<file path="src/rtl/spi_master.sv">
// rtl/spi_master.sv - byte-wide SPI master with per-transfer CPOL/CPHA, MSB first
module spi_master #(
    parameter int CLK_DIV = 50
) (
    input  logic       clk,
    input  logic       reset,
    input  logic       cpol,
    input  logic       cpha,
    input  logic       start,
    input  logic [7:0] tx_data,
    output logic [7:0] rx_data,
    output logic       ready,
    output logic       done,
    output logic       SCLK,
    output logic       MOSI,
    input  logic       MISO,
    output logic       SS
);

    localparam int CW = (CLK_DIV > 1) ? $clog2(CLK_DIV) : 1;
    localparam logic [CW-1:0] CNT_LAST = CW'(CLK_DIV - 1);

    typedef enum logic [1:0] {
        IDLE,
        CP0,
        CP1
    } state_t;

    state_t        state;
    logic [CW-1:0] cnt;
    logic [2:0]    bit_cnt;
    logic [7:0]    tx_sr;
    logic [7:0]    rx_sr;
    logic          cpol_l;
    logic          cpha_l;

    always_ff @(posedge clk) begin
        if (reset) begin
            state   <= IDLE;
            cnt     <= '0;
            bit_cnt <= 3'd0;
            tx_sr   <= 8'h00;
            rx_sr   <= 8'h00;
            cpol_l  <= 1'b0;
            cpha_l  <= 1'b0;
            rx_data <= 8'h00;
            ready   <= 1'b1;
            done    <= 1'b0;
            SCLK    <= 1'b0;
            MOSI    <= 1'b0;
            SS      <= 1'b1;
        end else begin
            done <= 1'b0;
            case (state)
                IDLE: begin
                    // Idle clock level follows the live cpol so the bus is parked before SS falls
                    SCLK  <= cpol;
                    MOSI  <= 1'b0;
                    SS    <= 1'b1;
                    ready <= 1'b1;
                    if (start) begin
                        tx_sr   <= tx_data;
                        cpol_l  <= cpol;
                        cpha_l  <= cpha;
                        cnt     <= '0;
                        bit_cnt <= 3'd0;
                        ready   <= 1'b0;
                        SS      <= 1'b0;
                        MOSI    <= tx_data[7];
                        SCLK    <= cpol ^ cpha;
                        state   <= CP0;
                    end
                end
                CP0: begin
                    if (cnt == CNT_LAST) begin
                        cnt   <= '0;
                        rx_sr <= {rx_sr[6:0], MISO};
                        SCLK  <= cpol_l ^ ~cpha_l;
                        state <= CP1;
                    end else begin
                        cnt <= cnt + 1'b1;
                    end
                end
                CP1: begin
                    if (cnt == CNT_LAST) begin
                        cnt <= '0;
                        if (bit_cnt == 3'd7) begin
                            state   <= IDLE;
                            rx_data <= rx_sr;
                            done    <= 1'b1;
                            SS      <= 1'b1;
                            SCLK    <= cpol_l;
                            MOSI    <= 1'b0;
                            ready   <= 1'b1;
                        end else begin
                            bit_cnt <= bit_cnt + 3'd1;
                            tx_sr   <= {tx_sr[6:0], 1'b0};
                            MOSI    <= tx_sr[6];
                            SCLK    <= cpol_l ^ cpha_l;
                            state   <= CP0;
                        end
                    end else begin
                        cnt <= cnt + 1'b1;
                    end
                end
                default: state <= IDLE;
            endcase
        end
    end

endmodule

</file>
<file path="config.mk">
export PLATFORM = sky130hd
export DESIGN_NAME = spi_master
export DESIGN_NICKNAME = d
export VERILOG_FILES = /design/src/rtl/spi_master.sv
export SDC_FILE = /design/constraint.sdc
export NUM_CORES = 1
export LEC_CHECK = 0
export CORE_UTILIZATION = 48
export DETAILED_ROUTE_END_ITERATION = 8
export PLACE_DENSITY = 0.76
export SYNTH_ARGS = -nofsm -noshare
export SYNTH_HDL_FRONTEND = slang
export SYNTH_SLANG_ARGS = --single-unit
</file>
<file path="constraint.sdc">
create_clock -name clk -period 1.8 [get_ports clk]
set_input_delay 0.36 -clock clk [delete_from_list [all_inputs] [get_ports clk]]
set_output_delay 0.36 -clock clk [all_outputs]
set_load 0.05 [all_outputs]
</file>
# [After elaboration in Yosys (flattened, before gate mapping)]
# Cells that the tools add are included.
[totals] word_cells=74 out_inout_bits=13 inputBits=14 register_bits=40
[classes] add_sub_neg=2 n_mux=30 n_eq_ne=9 n_reduce_logical=15 bitwise=6
[op_table] op="2-to-1 mux 7 bit" n=3
[op_table] op="one-hot mux 7 bit (2 select lines)" n=1
[op_table] op="2-to-1 mux 1 bit" n=12
[op_table] op="2-to-1 mux 6 bit" n=2
[op_table] op="one-hot mux 6 bit (2 select lines)" n=1
[op_table] op="AND reduction 3 bit" n=4
[op_table] op="inequality test 2 bit (second input constant)" n=5
[op_table] op="2-to-1 mux 3 bit" n=3
[op_table] op="AND reduction 2 bit" n=4
[op_table] op="adder 6 x 1 -> 6 bit (second input constant)" n=1
[op_table] op="equality test 6 bit (second input constant)" n=1
[op_table] op="2-to-1 mux 2 bit" n=3
[op_table] op="one-hot mux 2 bit (3 select lines)" n=1
[op_table] op="one-hot mux 3 bit (2 select lines)" n=1
[op_table] op="one-hot mux 1 bit (2 select lines)" n=2
[op_table] op="AND reduction 4 bit" n=1
[op_table] op="nonzero test 2 bit" n=2
[op_table] op="adder 3 x 1 -> 3 bit (second input constant)" n=1
[op_table] op="equality test 3 bit (second input constant)" n=1
[op_table] op="NOT 1 bit" n=3
[op_table] op="one-hot mux 1 bit (3 select lines)" n=1
[op_table] op="nonzero test 3 bit" n=1
[op_table] op="OR reduction 3 bit" n=1
[op_table] op="bitwise XOR 1 bit" n=3
[op_table] op="other kinds (4)" n=4

# [Logic depth before layout (Yosys ltp)]
# Gate-level depths: netlist of run 1.
[depth] depth_word=4 depth_mapped=8 ltp_nobuf=6

# [Worst setup path before layout of run 1]
# Ideal clock, no wire load.
[synth_path] kind="register -> register" startpoint="reg state[0]" endpoint="reg cnt[4]" path_stages_with_launch=9 path_slack_ns=0.095 path_buffers=2 period_less_slack_ns=1.705 required_time_ns=1.682 arrival_time_ns=1.587 setup_time_ns=0.118 cell_sequence="dfxtp_1 inv_1 ha_1 buf_2 nor2b_1 clkbuf_1 nor4b_1 xnor2_1 nor2_1"
[synth_via] elab_chain_cells=4 word_cells_on_any_way=8 cone_classes="3 x eq/ne; 1 x mux; 4 x reduce/logical"
[synth_lines] item="start: declaration" line_no="29" source="state_t state;"
[synth_lines] item="start signal: assignment" line_no="39" source="state <= IDLE;"
[synth_lines] item="start signal: assignment" line_no="71" source="state <= CP0;"
[synth_lines] item="start signal: assignment" line_no="79" source="state <= CP1;"
[synth_lines] item="equality test 2 bit or equality test 2 x 1 -> 1 bit (tied branches)" line_no="54" source="case (state)"
[synth_lines] item="OR reduction 2 bit (no line)"
[synth_lines] item="nonzero test 2 bit (no line)"
[synth_lines] item="AND reduction 2 bit (no line)"
[synth_lines] item="end signal: assignment" line_no="81" source="cnt <= cnt + 1'b1;"
[synth_lines] item="end signal: assignment" line_no="103" source="cnt <= cnt + 1'b1;"
[synth_lines] item="end: declaration" line_no="30" source="logic [CW-1:0] cnt;"
# Several ways; a longest one is shown, not always the timed one.
# A chain may end at the register's enable or synchronous reset.

# [Final worst setup path of run 1]
[layout_path] startpoint="reg bit_cnt[0]" endpoint="reg tx_sr[6]"
[layout_via] elab_chain_cells=3
[layout_lines] item="start: declaration" line_no="31" source="logic [2:0] bit_cnt;"
[layout_lines] item="start signal: assignment" line_no="96" source="bit_cnt <= bit_cnt + 3'd1;"
[layout_lines] item="equality test 3 bit" line_no="87" source="if (bit_cnt == 3'd7) begin"
[layout_lines] item="inequality test 2 bit (no line)"
[layout_lines] item="AND reduction 4 bit (no line)"
[layout_lines] item="end signal: assignment" line_no="62" source="tx_sr <= tx_data;"
[layout_lines] item="end signal: assignment" line_no="97" source="tx_sr <= {tx_sr[6:0], 1'b0};"
[layout_lines] item="end: declaration" line_no="32" source="logic [7:0] tx_sr;"
# No other way between the ends.

==> run metrics, run 1 <==
largest net degree at the start of global routing 24; Finished Layout Cells 288; Worst Path Class, Setup flip-flop to flip-flop; vias per cell about 5.3; dominant cell type by area after synthesis dfxtp_1; grt ovf 0; initial antenna violation count 0; Row Count 22; Worst Max-Slew Pin Slew approximately 330 ps; synthesized area per cell 9.366 µm²; Die W ~65 µm; period utilization about 95%; Post-Syn Nets approximately 230; Worst Path Required around 2000 ps; grt met2 use roughly 29%; gr usage total 19.74%; EDFF count, synth 0; Async S/R FF share, synth 0%; Clock Tree Root clkbuf_8; area grow syn2layout 28.66%; Pre-antenna DRT Iters 4; Ys Warns 0; 1st-iter DRT viols 69; number of top-level pins 27; Mapped Area between 1500 and 2000 µm²; FF/Latch Area 808.3 µm²; P_sw 567.6 µW; R2R cell count 7; top-area cell type share of the netlist area between 40% and 50%; n_diodes 0; P_leak ~1.0 nW; CTS tree yes; Inst Count DP 278; WL/cell 13.61 µm; met1 Use GR a little over a quarter; Worst Slack Setup Final 93.61 ps; Yosys reg bits 40; clock skew 5.520 ps; min Tclk post-route ~1700 ps; number of I/O port buffers 26; clk slew on worst S/H paths ~80 ps; DRC 0; RePlAce Congestion around 0.79; GR met3 Demand/Resource between 5 and 6%; power per cell area 865.0 nW/µm²; max-slew violations 0; H-Tree Depth 2; worst skew pair latency between 200 and 300 ps; Final nets 262; Clk pwr share 36.0%; footprint of the multi-input gates 1079 µm²; Post-synth top flop dfxtp_1; crit path DAT about 1900 ps; Flop pwr share between 40% and 50%; hold path depth 2; via count between 1500 and 2000; Die H ~65 µm; most instantiated library cell after synthesis dfxtp_1; worst-path fanout max 8; post-placement setup slack 21.64 ps; maximum VDD drop slightly above 0.5 mV; HP Class flip-flop to flip-flop; vias in the first global route around 1400; Setup Viol. Count Final 0; core area ~3800 µm²; Final ANT Viol Nets 0; Final Core Density 65.83%; Internal Pwr Total 1.580 mW; Starting Density 51.16%; CTS Buf Count 5; HPWL Detailed around 2700 µm; CTS Buffer Depth 2; ranking of synthesized cells by area dfxtp_1 42%, mux2i_1 12%, ha_1 5.8%; first-pass GRT wire length 6334 µm; Hold Worst Slack roughly 500 ps; Fin. Hold Viols 0; total power between 2 and 2.5 mW; proportion of layout cells with a drive suffix above 1 between 20 and 25%; Worst Setup End Kind flip-flop; status finished, final reports clean; RSZ-0062 raised after global routing true; Max Cap Viol 0; Gate Count Post-Synth approximately 210; combinational power share around 19%; # fillers just over 300; Slew HR between 70% and 80%; CP startpoint kind flip-flop; total wire length 3919 µm; busiest layer in global routing met2; synth cell count leaders 40 x dfxtp_1, 27 x nor2_1, 24 x mux2i_1, 15 x a21oi_1, 10 x nand2_1; Netlist cell types 43; register area share after synthesis between 40% and 50%; Max Freq between 0.5 and 0.6 GHz; die area 4277 µm²; Net Sw Frac 26.44%; clock sinks 40
-- per-layer routing --
layer | wire length, µm | up-vias | share of wire (%)
li1 | - | 791 | -
met1 | 1856 | 711 | 47
met2 | 1865 | 32 | 48
met3 | 140 | 6 | 3.6
met4 | 57 | 0 | 1.5
met5 | 0 | - | 0
-- critical path, cell delays in order (launching register included) --
cell	delay, ps
dfxtp_4	360
ha_4	160
ha_4	150
nand4b_1	250
o21ai_4	270
buf_12	160
a21oi_2	60
a311oi_2	210
-- power groups by stage --
stage,sequential (mW),combinational [mW],clock [mW]
after floorplan,1.00,0.226,0
after global placement,0.978,0.375,0
after detailed placement,0.980,0.378,0
after CTS,0.959,0.380,0.787
after global routing,0.968,0.449,0.831
final,0.961,0.414,0.773
-- registers in the layout, summed over array words and instances (netlist names) --
register / cells
rx_data: 8
rx_sr: 8
tx_sr: 7
cnt: 6
bit_cnt: 3
state: 2
MOSI: 1
SCLK: 1
SS: 1
cpha_l: 1
cpol_l: 1
done: 1
-- logic make-up (layout without fill, tap and decap cells) --
| group | count (synthesis) | in the layout | synth area share [%] |
|---|---|---|---|
| xor gates and xnor gates | 7 | 7 | 3.178 |
| and+or+nand+nor | 67 | 67 | 17.64 |
| muxes | 24 | 24 | 12.45 |
| buffers and inverters | 20 | 54 | 5.707 |
| DFF | 40 | 40 | 41.50 |
| adders and majority gates | 9 | 9 | 5.837 |
| AOI/OAI and AO/OA | 39 | 39 | 13.68 |
-- final cells by class --
type / count / share of cell area (%)
clock inverter: 2 / 1.563
timing repair buffer: 41 / 15.93
tap: 48 / 2.419
sequential: 40 / 32.56
clock buffer: 6 / 3.327
multi-input combinational: 146 / 43.45
inverter: 5 / 0.7560
-- path summary, 6_finish.rpt --
path         startpoint    endpoint  slack, ps
max          bit_cnt[0]    tx_sr[6]         90
min          rx_data[3]  rx_data[3]        500
max reg2reg  bit_cnt[0]    tx_sr[6]         90
min reg2reg  rx_data[3]  rx_data[3]        500
-- through the flow --
stage	TNS, ps	instance area [µm²]
after floorplan	0	1929
after global placement	0	2261
after detailed placement	0	2261
after CTS	0	2385
after global routing	-28.53	2482
final	0	2482
-- what timing repair did --
item,in CTS,in global routing
setup buffers,0,1
endpoints found under the setup margin,1,8
resized for setup,1,15
hold buffers,0,0
pin swaps,0,9
cloned,0,1
-- cell usage in the layout (no fill, tap or decap), types with 4 or more instances in the layout --
cell type        instances
dfxtp_1                 36
nand2_1                 10
xnor2_1                  7
o21ai_0                  7
clkbuf_8                 6
clkdlybuf4s50_1         13
mux2i_1                 24
a311oi_1                 4
nand3_1                  4
inv_1                    5
buf_4                   24
a21oi_1                 12
nor2_1                  27
a21oi_2                  4
ha_1                     6
Power figures use the tool's default switching activity.
==> run 2, diff against run 1 <==
Settings changed: CELL_PAD_IN_SITES_DETAIL_PLACEMENT from default to 0, CELL_PAD_IN_SITES_GLOBAL_PLACEMENT from default to 1, CORE_UTILIZATION 48 to 37, PLACE_DENSITY 0.76 to 0.77.
==> run metrics, run 2 (synthesized netlist as in run 1, its figures left out) <==
status finished, final reports clean (unchanged); H-Tree Depth 2 (unchanged); worst-path fanout max 8 (unchanged); vias in the first global route 1363 (was 1399); grt ovf 0 (unchanged); Largest regs rx_data (8), rx_sr (8), tx_sr (7) (unchanged); CTS Buf Count 5 (unchanged); min Tclk post-route 1697 ps (was 1706 ps); Finished Layout Cells 311 (was 288); n_diodes 0 (unchanged); RePlAce Congestion 0.7664 (was 0.7919); Final nets 267 (was 262); period utilization 94.28% (was 94.80%); CTS Hold Buffers Added 0 (unchanged); Final Core Density 50.31% (was 65.83%); setup_tns 0 ps (unchanged); largest net degree at the start of global routing 32 (was 24); Setup Viol. Count Final 0 (unchanged); crit path DAT 1900 ps (was 1920 ps); Die W 74.21 µm (was 65.40 µm); HP Class flip-flop to flip-flop (unchanged); Die H 74.21 µm (was 65.40 µm); Worst Slack Setup Final 102.9 ps (was 93.61 ps); P_leak 1.034 nW (was 1.039 nW); worst r2r src bit_cnt[0] (unchanged); Slew HR 78.02% (was 77.51%); placed cell area 2322 µm² (was 2261 µm²); most common cell after layout, fill and taps aside dfxtp_1 (unchanged); Worst Path Class, Setup flip-flop to flip-flop (unchanged); worst skew pair latency 290 ps (about the same); most used cell, CP ha_2 (was ha_4); Buffers & Inverters on Critical Path 1 (unchanged); maximum VDD drop 0.5181 mV (was 0.5190 mV); first-pass GRT wire length 6506 µm (was 6334 µm); Starting Density 39.54% (was 51.16%); Worst Path Required 2000 ps (was 2010 ps); Slowest-stage cell, CP dfxtp_2 (was dfxtp_4); Internal Pwr Total 1.391 mW (was 1.580 mW); crit-path leading delay family compound AO/OA/AOI/OAI gates (unchanged); number of I/O port buffers 26 (unchanged); Final Instance Area 2455 µm² (was 2482 µm²); proportion of layout cells with a drive suffix above 1 20.49% (was 21.67%); P_sw 550.1 µW (was 567.6 µW); clock sinks 40 (unchanged); die area 5507 µm² (was 4277 µm²); Reg2Reg Setup Slack 100 ps (was 90 ps); commonest cells after routing, fill and taps aside 39 x dfxtp_1, 29 x buf_4, 27 x nor2_1 (was 36 x dfxtp_1, 27 x nor2_1, 24 x mux2i_1, 24 x buf_4, 13 x clkdlybuf4s50_1); power per cell area 790.7 nW/µm² (was 865.0 nW/µm²); post-placement setup slack 21.98 ps (was 21.64 ps); Worst Setup End Kind flip-flop (unchanged); total wire length 3891 µm (was 3919 µm); Net Sw Frac 28.34% (was 26.44%); combinational power share 21.3% (was 19.3%); clk slew on worst S/H paths 70 ps (was 80 ps); Clk pwr share 29.4% (was 36.0%); clock skew 9.911 ps (was 5.520 ps); max-slew violations 0 (unchanged); Max Freq 0.5893 GHz (was 0.5860 GHz); Pre-antenna DRT Iters 4 (unchanged); Fin. Hold Viols 0 (unchanged); core area 4880 µm² (was 3771 µm²); Worst Hold Launch bit_cnt[0] (was rx_data[3]); CTS Buffer Depth 2 (unchanged); R2R cell count 7 (unchanged); Flop pwr share 49.3% (was 44.7%); WL/cell 12.51 µm (was 13.61 µm); vias per cell 4.977 (was 5.347); Row Count 25 (was 22); Final ANT Viol Nets 0 (unchanged); number of top-level pins 27 (unchanged); area grow syn2layout 27.24% (was 28.66%); HPWL Detailed 2666 µm (was 2659 µm); initial antenna violation count 0 (unchanged); via count 1548 (was 1540); hold path depth 2 (unchanged); DRC 0 (unchanged); Clock Tree Root clkbuf_8 (unchanged); Max Cap Viol 0 (unchanged); WHS Endpoint bit_cnt[0] (was rx_data[3]); RR Endpoint tx_sr[6] (unchanged); Inst Count DP 302 (was 278); worst path cell trace ha_2, ha_2, nand4b_1, o21ai_4, buf_12, a21oi_2, a311oi_2 (was ha_4, ha_4, nand4b_1, o21ai_4, buf_12, a21oi_2, a311oi_2); Worst Max-Slew Pin Slew 325.2 ps (was 332.7 ps); CP startpoint kind flip-flop (unchanged); 1st-iter DRT viols 47 (was 69); CTS tree yes (unchanged); largest stage delay on the critical path 330 ps (was 360 ps); gr usage total 15.51% (was 19.74%)
[run 2: per-stage QoR]
step                power [mW]  hold slack (ps)
CTS                      1.938            490.4
finish                   1.941            488.0
global placement         1.365            469.7
floorplan                1.228            453.6
detailed placement       1.364            477.1
global route             2.033            514.1
[run 2: power groups by stage]
stage,registers [mW],logic [mW],clock network (mW)
after global routing,0.962,0.451,0.620
after detailed placement,0.976,0.387,0
after global placement,0.976,0.390,0
after CTS,0.956,0.390,0.592
final,0.956,0.414,0.571
after floorplan,1.00,0.226,0
[run 2: worst max path at each step]
stage                          start  endpoint  slack [ps]  depth (start not counted)
after floorplan             state[0]    cnt[4]         100                          8
after global placement         start    cnt[4]          40                          6
after detailed placement       start    cnt[4]          20                          6
after CTS                 bit_cnt[0]  tx_sr[4]          60                          7
after global routing      bit_cnt[0]  tx_sr[2]          -7                          7
final                     bit_cnt[0]  tx_sr[6]         100                          7
[run 2: worst reg2reg max path: stages (launching register included)]
cell and delay, ps:
dfxtp_2 330, ha_2 180, ha_2 170, nand4b_1 240, o21ai_4 270, buf_12 160, a21oi_2 60, a311oi_2 220
[run 2: layer usage]
layer / up-vias / global-route usage [%] / wire (µm)
li1: 804 / - / -
met1: 719 / 21.52 / 2020
met2: 20 / 22.93 / 1686
met3: 5 / 4.065 / 115
met4: 0 / 6.289 / 69
met5: - / 0 / 0
[run 2: layout make-up]
type | count | area (µm²)
Timing Repair Buffer | 46 | 432.9
Clock buffer | 5 | 68.82
Clock inverter | 2 | 12.51
Inverter | 5 | 18.77
Multi-Input combinational cell | 146 | 1036
Fill cell | 492 | 2425
Sequential cell | 40 | 802.0
Tap cell | 67 | 83.83
[run 2: timing repair]
action / in CTS / in global routing
gates resized for setup: 0 / 6
setup buffers: 0 / 1
endpoints found under the setup margin: 0 / 6
